File: config.mk
export PLATFORM = sky130hd
export DESIGN_NAME = regfile_dump
export DESIGN_NICKNAME = d
export VERILOG_FILES = /design/src/rtl/rv_pkg.sv /design/src/rtl/dump_addr_gen.sv /design/src/rtl/regfile_dump.sv
export SDC_FILE = /design/constraint.sdc
export NUM_CORES = 1
export LEC_CHECK = 0
export BUFFER_PORTS_ARGS = -buffer_cell sky130_fd_sc_hd__buf_2
export CAP_MARGIN = 10
export CORE_MARGIN = 2
export CORE_UTILIZATION = 35
export CTS_CLUSTER_SIZE = 8
export DETAILED_ROUTE_END_ITERATION = 8
export PLACE_DENSITY_LB_ADDON = 0.12
export RECOVER_POWER = 100
export SYNTH_ARGS = -nofsm -noshare
export SYNTH_HDL_FRONTEND = slang
export SYNTH_SLANG_ARGS = --single-unit
File: constraint.sdc
create_clock -name i_clk -period 3.5 [get_ports i_clk]
set_input_delay 0.175 -clock i_clk [delete_from_list [all_inputs] [get_ports i_clk]]
set_output_delay 0.175 -clock i_clk [all_outputs]
set_load 0.02 [all_outputs]
File: src/rtl/rv_pkg.sv
// Shared constants and FSM state encoding for the register-file dump engine.
// Revision: 1.0
`default_nettype none

package rv_pkg;

  localparam int RF_DATA_W   = 32;
  localparam int RF_ADDR_W   = 5;
  localparam int RF_NUM_REGS = 32;

  typedef enum logic [2:0] {
    ST_IDLE  = 3'd0,
    ST_FETCH = 3'd1,
    ST_SEND  = 3'd2,
    ST_CSUM  = 3'd3,
    ST_DONE  = 3'd4
  } dump_state_e;

endpackage

`default_nettype wire

File: src/rtl/dump_addr_gen.sv
// Pointer/end registers for the dump range, with modulo-NUM_REGS increment and end compare.
// Revision: 1.0
`default_nettype none

module dump_addr_gen
  import rv_pkg::*;
#(
  parameter int ADDR_W   = RF_ADDR_W,
  parameter int NUM_REGS = RF_NUM_REGS
) (
  input  logic              i_clk,
  input  logic              i_rst,
  input  logic              i_load,
  input  logic [ADDR_W-1:0] i_first,
  input  logic [ADDR_W-1:0] i_last,
  input  logic              i_advance,
  output logic [ADDR_W-1:0] o_ptr,
  output logic              o_at_end
);

  localparam logic [ADDR_W-1:0] TOP_ADDR = ADDR_W'(NUM_REGS - 1);

  logic [ADDR_W-1:0] ptr_q, ptr_d;
  logic [ADDR_W-1:0] end_q, end_d;

  always_comb begin
    ptr_d = ptr_q;
    end_d = end_q;
    if (i_load) begin
      ptr_d = i_first;
      end_d = i_last;
    end else if (i_advance) begin
      ptr_d = (ptr_q == TOP_ADDR) ? '0 : ptr_q + ADDR_W'(1);
    end
  end

  always_ff @(posedge i_clk) begin
    if (!i_rst) begin
      ptr_q <= '0;
      end_q <= '0;
    end else begin
      ptr_q <= ptr_d;
      end_q <= end_d;
    end
  end

  assign o_ptr    = ptr_q;
  assign o_at_end = (ptr_q == end_q);

endmodule

`default_nettype wire

File: src/rtl/regfile_dump.sv
// Debug snapshot engine: reads a register range through a spare RF port and streams it out.
// Optional trailing XOR checksum word when REGFILE_DUMP_CHECKSUM_EN is defined. Revision: 1.0
`default_nettype none

module regfile_dump
  import rv_pkg::*;
#(
  parameter int DATA_W   = RF_DATA_W,
  parameter int ADDR_W   = RF_ADDR_W,
  parameter int NUM_REGS = RF_NUM_REGS
) (
  input  logic              i_clk,
  input  logic              i_rst,
  input  logic              i_start,
  input  logic [ADDR_W-1:0] i_first_addr,
  input  logic [ADDR_W-1:0] i_last_addr,
  output logic [ADDR_W-1:0] o_rf_addr,
  input  logic [DATA_W-1:0] i_rf_data,
  output logic              o_valid,
  input  logic              i_ready,
  output logic [DATA_W-1:0] o_data,
  output logic [ADDR_W-1:0] o_addr,
  output logic              o_last,
  output logic              o_csum,
  output logic              o_busy,
  output logic              o_done
);

  dump_state_e       state_q, state_d;
  logic              valid_q, valid_d;
  logic [DATA_W-1:0] data_q, data_d;
  logic [ADDR_W-1:0] addr_q, addr_d;
  logic              last_q, last_d;
  logic              busy_q, busy_d;
  logic              done_q, done_d;
  logic              load, advance;
  logic [ADDR_W-1:0] ptr;
  logic              at_end;
  logic              accept;

`ifdef REGFILE_DUMP_CHECKSUM_EN
  logic              csum_q, csum_d;
  logic [DATA_W-1:0] acc_q, acc_d;
`endif

  dump_addr_gen #(
    .ADDR_W   (ADDR_W),
    .NUM_REGS (NUM_REGS)
  ) u_addr_gen (
    .i_clk     (i_clk),
    .i_rst     (i_rst),
    .i_load    (load),
    .i_first   (i_first_addr),
    .i_last    (i_last_addr),
    .i_advance (advance),
    .o_ptr     (ptr),
    .o_at_end  (at_end)
  );

  assign accept = valid_q && i_ready;

  always_comb begin
    state_d = state_q;
    valid_d = valid_q;
    data_d  = data_q;
    addr_d  = addr_q;
    last_d  = last_q;
    busy_d  = busy_q;
    done_d  = 1'b0;
    load    = 1'b0;
    advance = 1'b0;
`ifdef REGFILE_DUMP_CHECKSUM_EN
    csum_d  = csum_q;
    acc_d   = acc_q;
`endif
    case (state_q)
      ST_IDLE: begin
        if (i_start) begin
          load    = 1'b1;
          busy_d  = 1'b1;
          state_d = ST_FETCH;
`ifdef REGFILE_DUMP_CHECKSUM_EN
          acc_d   = '0;
`endif
        end
      end
      ST_FETCH: begin
        data_d  = i_rf_data;
        addr_d  = ptr;
        valid_d = 1'b1;
`ifdef REGFILE_DUMP_CHECKSUM_EN
        // The checksum word carries o_last, so register words never do.
        last_d  = 1'b0;
`else
        last_d  = at_end;
`endif
        state_d = ST_SEND;
      end
      ST_SEND: begin
        if (accept) begin
          valid_d = 1'b0;
          last_d  = 1'b0;
`ifdef REGFILE_DUMP_CHECKSUM_EN
          acc_d   = acc_q ^ data_q;
`endif
          if (at_end) begin
`ifdef REGFILE_DUMP_CHECKSUM_EN
            // Present the checksum immediately, folding in the word just accepted.
            valid_d = 1'b1;
            data_d  = acc_q ^ data_q;
            addr_d  = '0;
            last_d  = 1'b1;
            csum_d  = 1'b1;
            state_d = ST_CSUM;
`else
            state_d = ST_DONE;
`endif
          end else begin
            advance = 1'b1;
            state_d = ST_FETCH;
          end
        end
      end
`ifdef REGFILE_DUMP_CHECKSUM_EN
      ST_CSUM: begin
        if (accept) begin
          valid_d = 1'b0;
          last_d  = 1'b0;
          csum_d  = 1'b0;
          state_d = ST_DONE;
        end
      end
`endif
      ST_DONE: begin
        done_d  = 1'b1;
        busy_d  = 1'b0;
        state_d = ST_IDLE;
      end
      default: begin
        state_d = ST_IDLE;
      end
    endcase
  end

  always_ff @(posedge i_clk) begin
    if (!i_rst) begin
      state_q <= ST_IDLE;
      valid_q <= 1'b0;
      data_q  <= '0;
      addr_q  <= '0;
      last_q  <= 1'b0;
      busy_q  <= 1'b0;
      done_q  <= 1'b0;
    end else begin
      state_q <= state_d;
      valid_q <= valid_d;
      data_q  <= data_d;
      addr_q  <= addr_d;
      last_q  <= last_d;
      busy_q  <= busy_d;
      done_q  <= done_d;
    end
  end

`ifdef REGFILE_DUMP_CHECKSUM_EN
  always_ff @(posedge i_clk) begin
    if (!i_rst) begin
      csum_q <= 1'b0;
      acc_q  <= '0;
    end else begin
      csum_q <= csum_d;
      acc_q  <= acc_d;
    end
  end
  assign o_csum = csum_q;
`else
  assign o_csum = 1'b0;
`endif

  assign o_rf_addr = ptr;
  assign o_valid   = valid_q;
  assign o_data    = data_q;
  assign o_addr    = addr_q;
  assign o_last    = last_q;
  assign o_busy    = busy_q;
  assign o_done    = done_q;

endmodule

`default_nettype wire

Word level (Yosys, flattened, before mapping)
Cells that the tools add are included.
{"block": "classes", "n_addsub": 1, "n_mul": 0, "div": 0, "order_cmp": 0, "n_eq_ne": 7, "n_shift": 0, "mux": 18, "n_bitwise": 0, "n_reduce_logical": 8}
{"operator": "$mux 5", "n": 3}
{"operator": "$mux 3", "n": 3}
{"operator": "$pmux 3 s3", "n": 1}
{"operator": "$mux 1", "n": 8}
{"operator": "$pmux 1 s2", "n": 3}
{"operator": "$reduce_and 2->1", "n": 3}
{"operator": "$reduce_bool 2->1", "n": 3}
{"operator": "$add 5x1->5 const B", "n": 1}
{"operator": "$eq 5x5->1", "n": 1}
{"operator": "$eq 5x5->1 const B", "n": 1}
{"operator": "$ne 2x2->1 const B", "n": 2}
{"operator": "$eq 3x1->1 const B", "n": 1}
{"operator": "$eq 3x2->1 const B", "n": 1}
{"operator": "$eq 3x3->1 const B", "n": 1}
{"operator": "$logic_not 3->1", "n": 1}
{"operator": "$logic_and 1x1->1", "n": 1}
{"block": "totals", "reg_bits": 54, "latchBits": 0, "ram_bits": 0, "mem_bits_ro": 0, "in_bits": 46, "word_cells": 43, "n_memories": 0}

Depth between registers and ports, before layout
{"block": "logic_depth", "ltp_word": 6, "ltp_mapped": 7, "depth_no_buf": 6}

By module
From an unflattened synthesis, not the netlist that was laid out.
{"block": "unflattened", "hier_cells": 249, "area_unflattened_um2": 2133.3}
{"mod": "regfile_dump", "n_inst": 1, "cells_per_inst": 194, "area_each_um2": 1580.3, "seq_area_each_um2": 880.8}
{"mod": "dump_addr_gen", "n_inst": 1, "cells_per_inst": 55, "area_each_um2": 553.0, "seq_area_each_um2": 200.2}

Least setup slack after synthesis
Ideal clock, no wire load.
{"block": "synth_path", "kind": "reg2reg", "from": "register u_addr_gen.ptr_q[0], in the netlist u_addr_gen.o_ptr[0]", "to": "register u_addr_gen.ptr_q[4], in the netlist u_addr_gen.o_ptr[4]", "setup_time_ps": 72, "t_arrival_ps": 1542, "t_required_ps": 3428, "slack_ps": 1887, "path_stages_with_launch": 7, "path_buffers": 0, "synth_period_minus_slack_ps": 1613, "cell_sequence": "dfxtp_1 > ha_1 > and3_1 > ha_1 > nor2_1 > or3_1 > mux2i_1"}
{"block": "synth_between", "elab_chain_cells": 5}
{"element": "from (decl)", "line_no": "dump_addr_gen.sv:23", "text": "logic [ADDR_W-1:0] ptr_q, ptr_d;"}
{"element": "from (signal assigned)", "line_no": "dump_addr_gen.sv:42", "text": "ptr_q <= ptr_d;"}
{"element": "branches (longest 5 deep; another with $add 5x1->5)"}
Parallel ways; which one is timed is not known. The select of a mux whose other input is x is not followed.
A chain may end at the register's enable or synchronous reset.

Final worst setup path
{"block": "layout_path", "from": "register state_q[2]", "to": "register last_q, in the netlist o_last"}
{"block": "layout_between", "elab_chain_cells": 3}
{"element": "from (decl)", "line_no": "regfile_dump.sv:29", "text": "dump_state_e state_q, state_d;"}
{"element": "from (signal assigned)", "line_no": "regfile_dump.sv:155", "text": "state_q <= state_d;"}
{"element": "$eq 3x2->1 or $eq 3x1->1 (tied branches)", "line_no": "regfile_dump.sv:76", "text": "case (state_q)"}
{"element": "$ne 2x2->1 (no source line) or $reduce_bool 2->1 (tied branches)"}
{"element": "$reduce_and 2->1 (no source line)"}
{"element": "to (signal assigned)", "line_no": "regfile_dump.sv:159", "text": "last_q <= last_d;"}
{"element": "to (decl)", "line_no": "regfile_dump.sv:33", "text": "logic last_q, last_d;"}
Several ways; a longest one is shown, not always the timed one.

==> impl_metrics.env <==
export IMPL_maxSlewHeadroom_pct=12.0
export IMPL_clockBufferDepth=2
export IMPL_setup_viol=0
export IMPL_cts_sinks=54
export IMPL_initial_core_util_pct=36.2
export IMPL_pin_count=93
export IMPL_fillers=645
export IMPL_first_global_vias=1715
export IMPL_yosysWarnings=0
export IMPL_via_per_inst=4.66
export IMPL_instances_no_fill=422
export IMPL_finalHoldViolations=0
export IMPL_rows=28
export IMPL_multi_input_area_sq_um=950
export IMPL_diodes=0
export IMPL_post_cts_buffers=0
export IMPL_synth_seq_cells=54
export IMPL_wl_mm=5.19
export IMPL_avgSynthCellArea_sq_um=8.05
export IMPL_synthFlopType="dfxtp_1"
export IMPL_die_h_microns=82.2
export IMPL_place_area_sq_mm=0.00260
export IMPL_whs_ns=0.106
export IMPL_area_growth_pct=23.8
export IMPL_mappedNetlistNets=314
export IMPL_die_area_sq_mm=0.00676
export IMPL_path_class="reg -> reg"
export IMPL_async_flop_share_pct=0
export IMPL_path_max_fanout=40
export IMPL_period_share_pct=59.2
export IMPL_cp_end_kind="flip-flop"
export IMPL_die_w_microns=82.2
export IMPL_synth_edf_count=0
export IMPL_start_kind="flip-flop"
export IMPL_ctsResizeCount=0
export IMPL_cpPeakStageDelay_ns=1.06
export IMPL_drt_pass1_iterations=4
export IMPL_cts_hold_buf=0
export IMPL_portBuffers=91
export IMPL_core_area_sq_mm=0.00592
export IMPL_peakVddDrop_v=0.000193
export IMPL_cts_tree="yes"
export IMPL_hold_class="in -> reg"
export IMPL_rsz0062_at_grt="false"
export IMPL_h_tree_depth=2
export IMPL_fin_area_sq_mm=0.00265
export IMPL_syn_inst=266
export IMPL_grt_pass1_wl_mm=7.98
export IMPL_synth_most_common_cell="nand2_1"
export IMPL_clkTransAtPathRegs_ns=0.09
export IMPL_path_cells="or3b_1, o32a_1, nor2_1"
export IMPL_crit_arrival_ns=2.26
export IMPL_tightest_slew_ns=1.32
export IMPL_synth_cell_type_count=30
export IMPL_cp_slowest_cell="or3b_1"
export IMPL_fmax_mhz=483
export IMPL_cap_violations=0
export IMPL_synth_top_area_share_pct=50.5
export IMPL_drcViolationCount=0
export IMPL_dr_total_vias=1967
export IMPL_hpwlAfterDp_mm=3.61
export IMPL_synthTopCellsByArea="dfxtp_1 (50%), nand2_1 (16%), a21oi_1 (11%)"
export IMPL_seq_area_sq_mm=0.00108
export IMPL_wl_per_cell_microns=12.3
export IMPL_fin_setup_tns_ns=0
export IMPL_yosysTopAreaCell="dfxtp_1"
export IMPL_synthTopCellsByCount="nand2_1 (94), dfxtp_1 (54), a21oi_1 (47)"
export IMPL_ant_nets=0
export IMPL_clockRootBuffer="clkbuf_8"
export IMPL_cts_buffers=5
export IMPL_cp_required_ns=3.69
export IMPL_track_usage_pct=15.3
export IMPL_gp_congestion=0.851
export IMPL_finClkSkew_ns=0.00621
export IMPL_grt_max_degree=41
export IMPL_leakagePower_uw=0.00101
export IMPL_syn_area_sq_mm=0.00214
export IMPL_place_inst=414
export IMPL_drive_above_1_share_pct=15.9
export IMPL_grt_overflow=0
export IMPL_maxSlewViolCount=0
export IMPL_synth_seq_area_share_pct=50.5
export IMPL_fin_crit_ns=2.07
export IMPL_clock_latency_ns=0.30
export IMPL_outcome="complete, no violations"
export IMPL_antenna_found_initial=0
export IMPL_nets=394
export IMPL_power_total_uw=1320
export IMPL_drt_iter0_markers=96
export IMPL_powerDensity_mw_per_mm2=499
==> area by class of cell <==
type	count	share of cell area, %
well taps	75	3.54
multi-input cells	190	35.8
clock buffers	7	2.88
flip-flops and latches	54	40.8
inverters	2	0.283
repair buffers	93	15.6
clock inverters	1	1.13
==> cells in the final DEF, fill, tap and decap left out, types with 2 or more instances in the layout <==
master / netlist / final
mux2i_1: 4 / 4
dfxtp_1: 54 / 54
a21oi_1: 47 / 47
xnor2_1: 7 / 7
ha_1: 2 / 2
buf_4: 1 / 2
nand2_1: 94 / 94
clkbuf_8: 0 / 5
nand3_1: 3 / 3
nor2_1: 10 / 10
o211ai_1: 2 / 2
inv_1: 2 / 2
nand2b_1: 2 / 2
buf_2: 6 / 45
o21ai_0: 3 / 3
nor3_1: 3 / 3
clkbuf_1: 9 / 48
or3_1: 2 / 2
==> power by group <==
part / switching [uW] / leakage, uW / internal (uW)
Sequential: 35.5 / 0.000440 / 652
Combinational: 146 / 0.000521 / 84.4
Clock: 191 / 0.0000524 / 214
==> path summary, 6_finish.rpt <==
check                                        startpoint                 endpoint  slack, ns  depth (start not counted)
worst min-delay path                      i_rf_data[28]  o_data[28]$_SDFFE_PN0P_       0.11                          3
worst min register to register   o_data[8]$_SDFFE_PN0P_   o_data[8]$_SDFFE_PN0P_       0.46                          2
worst max register to register  state_q[2]$_SDFFE_PN0P_      o_last$_SDFFE_PN0P_       1.43                          3
worst max-delay path            state_q[2]$_SDFFE_PN0P_      o_last$_SDFFE_PN0P_       1.43                          3
==> sequential cells by signal, indices dropped and copies added, names as in the netlist <==
register and count:
o_last 1, u_addr_gen.end_q 5, o_done 1, o_valid 1, u_addr_gen.o_ptr 5, o_data 32, state_q 3, o_addr 5
o_busy 1
==> per-stage QoR <==
step | worst slack [ns] | utilization, %
after floorplan | 1.89 | -
final | 1.43 | 44.8
after global routing | 1.20 | 44.8
after detailed placement | 1.55 | 44.0
after global placement | 1.61 | 44.0
after CTS | 1.50 | 45.8
==> per-layer routing <==
layer	routed length (microns)	GRT usage, %	vias to the layer above
met5	0	0	-
met4	57	4.83	0
met3	358	4.57	6
met2	2320	23.7	60
met1	2450	20.5	874
li1	-	-	1027
==> worst max-delay path: cells and delay by family, from the launching register on <==
kind | cells | cell delay, ns
AND/OR/NAND/NOR | 2 | 1.10
AO/OA/AOI/OAI | 1 | 0.31
flip-flops | 1 | 0.55
==> logic make-up (layout without fill, tap and decap cells) <==
| family | after synthesis | in the layout | share of synthesized area, % |
|---|---|---|---|
| AOI/OAI and AO/OA | 57 | 57 | 14.3 |
| xor gates and xnor gates | 7 | 7 | 2.86 |
| other | 1 | 1 | 0.175 |
| buffers and inverters | 22 | 103 | 5.44 |
| muxes | 4 | 4 | 1.87 |
| DFF | 54 | 54 | 50.5 |
| adders and majority gates | 2 | 2 | 1.17 |
| and+or+nand+nor | 119 | 119 | 23.7 |
Note: power is estimated with default switching activity, not from simulation.
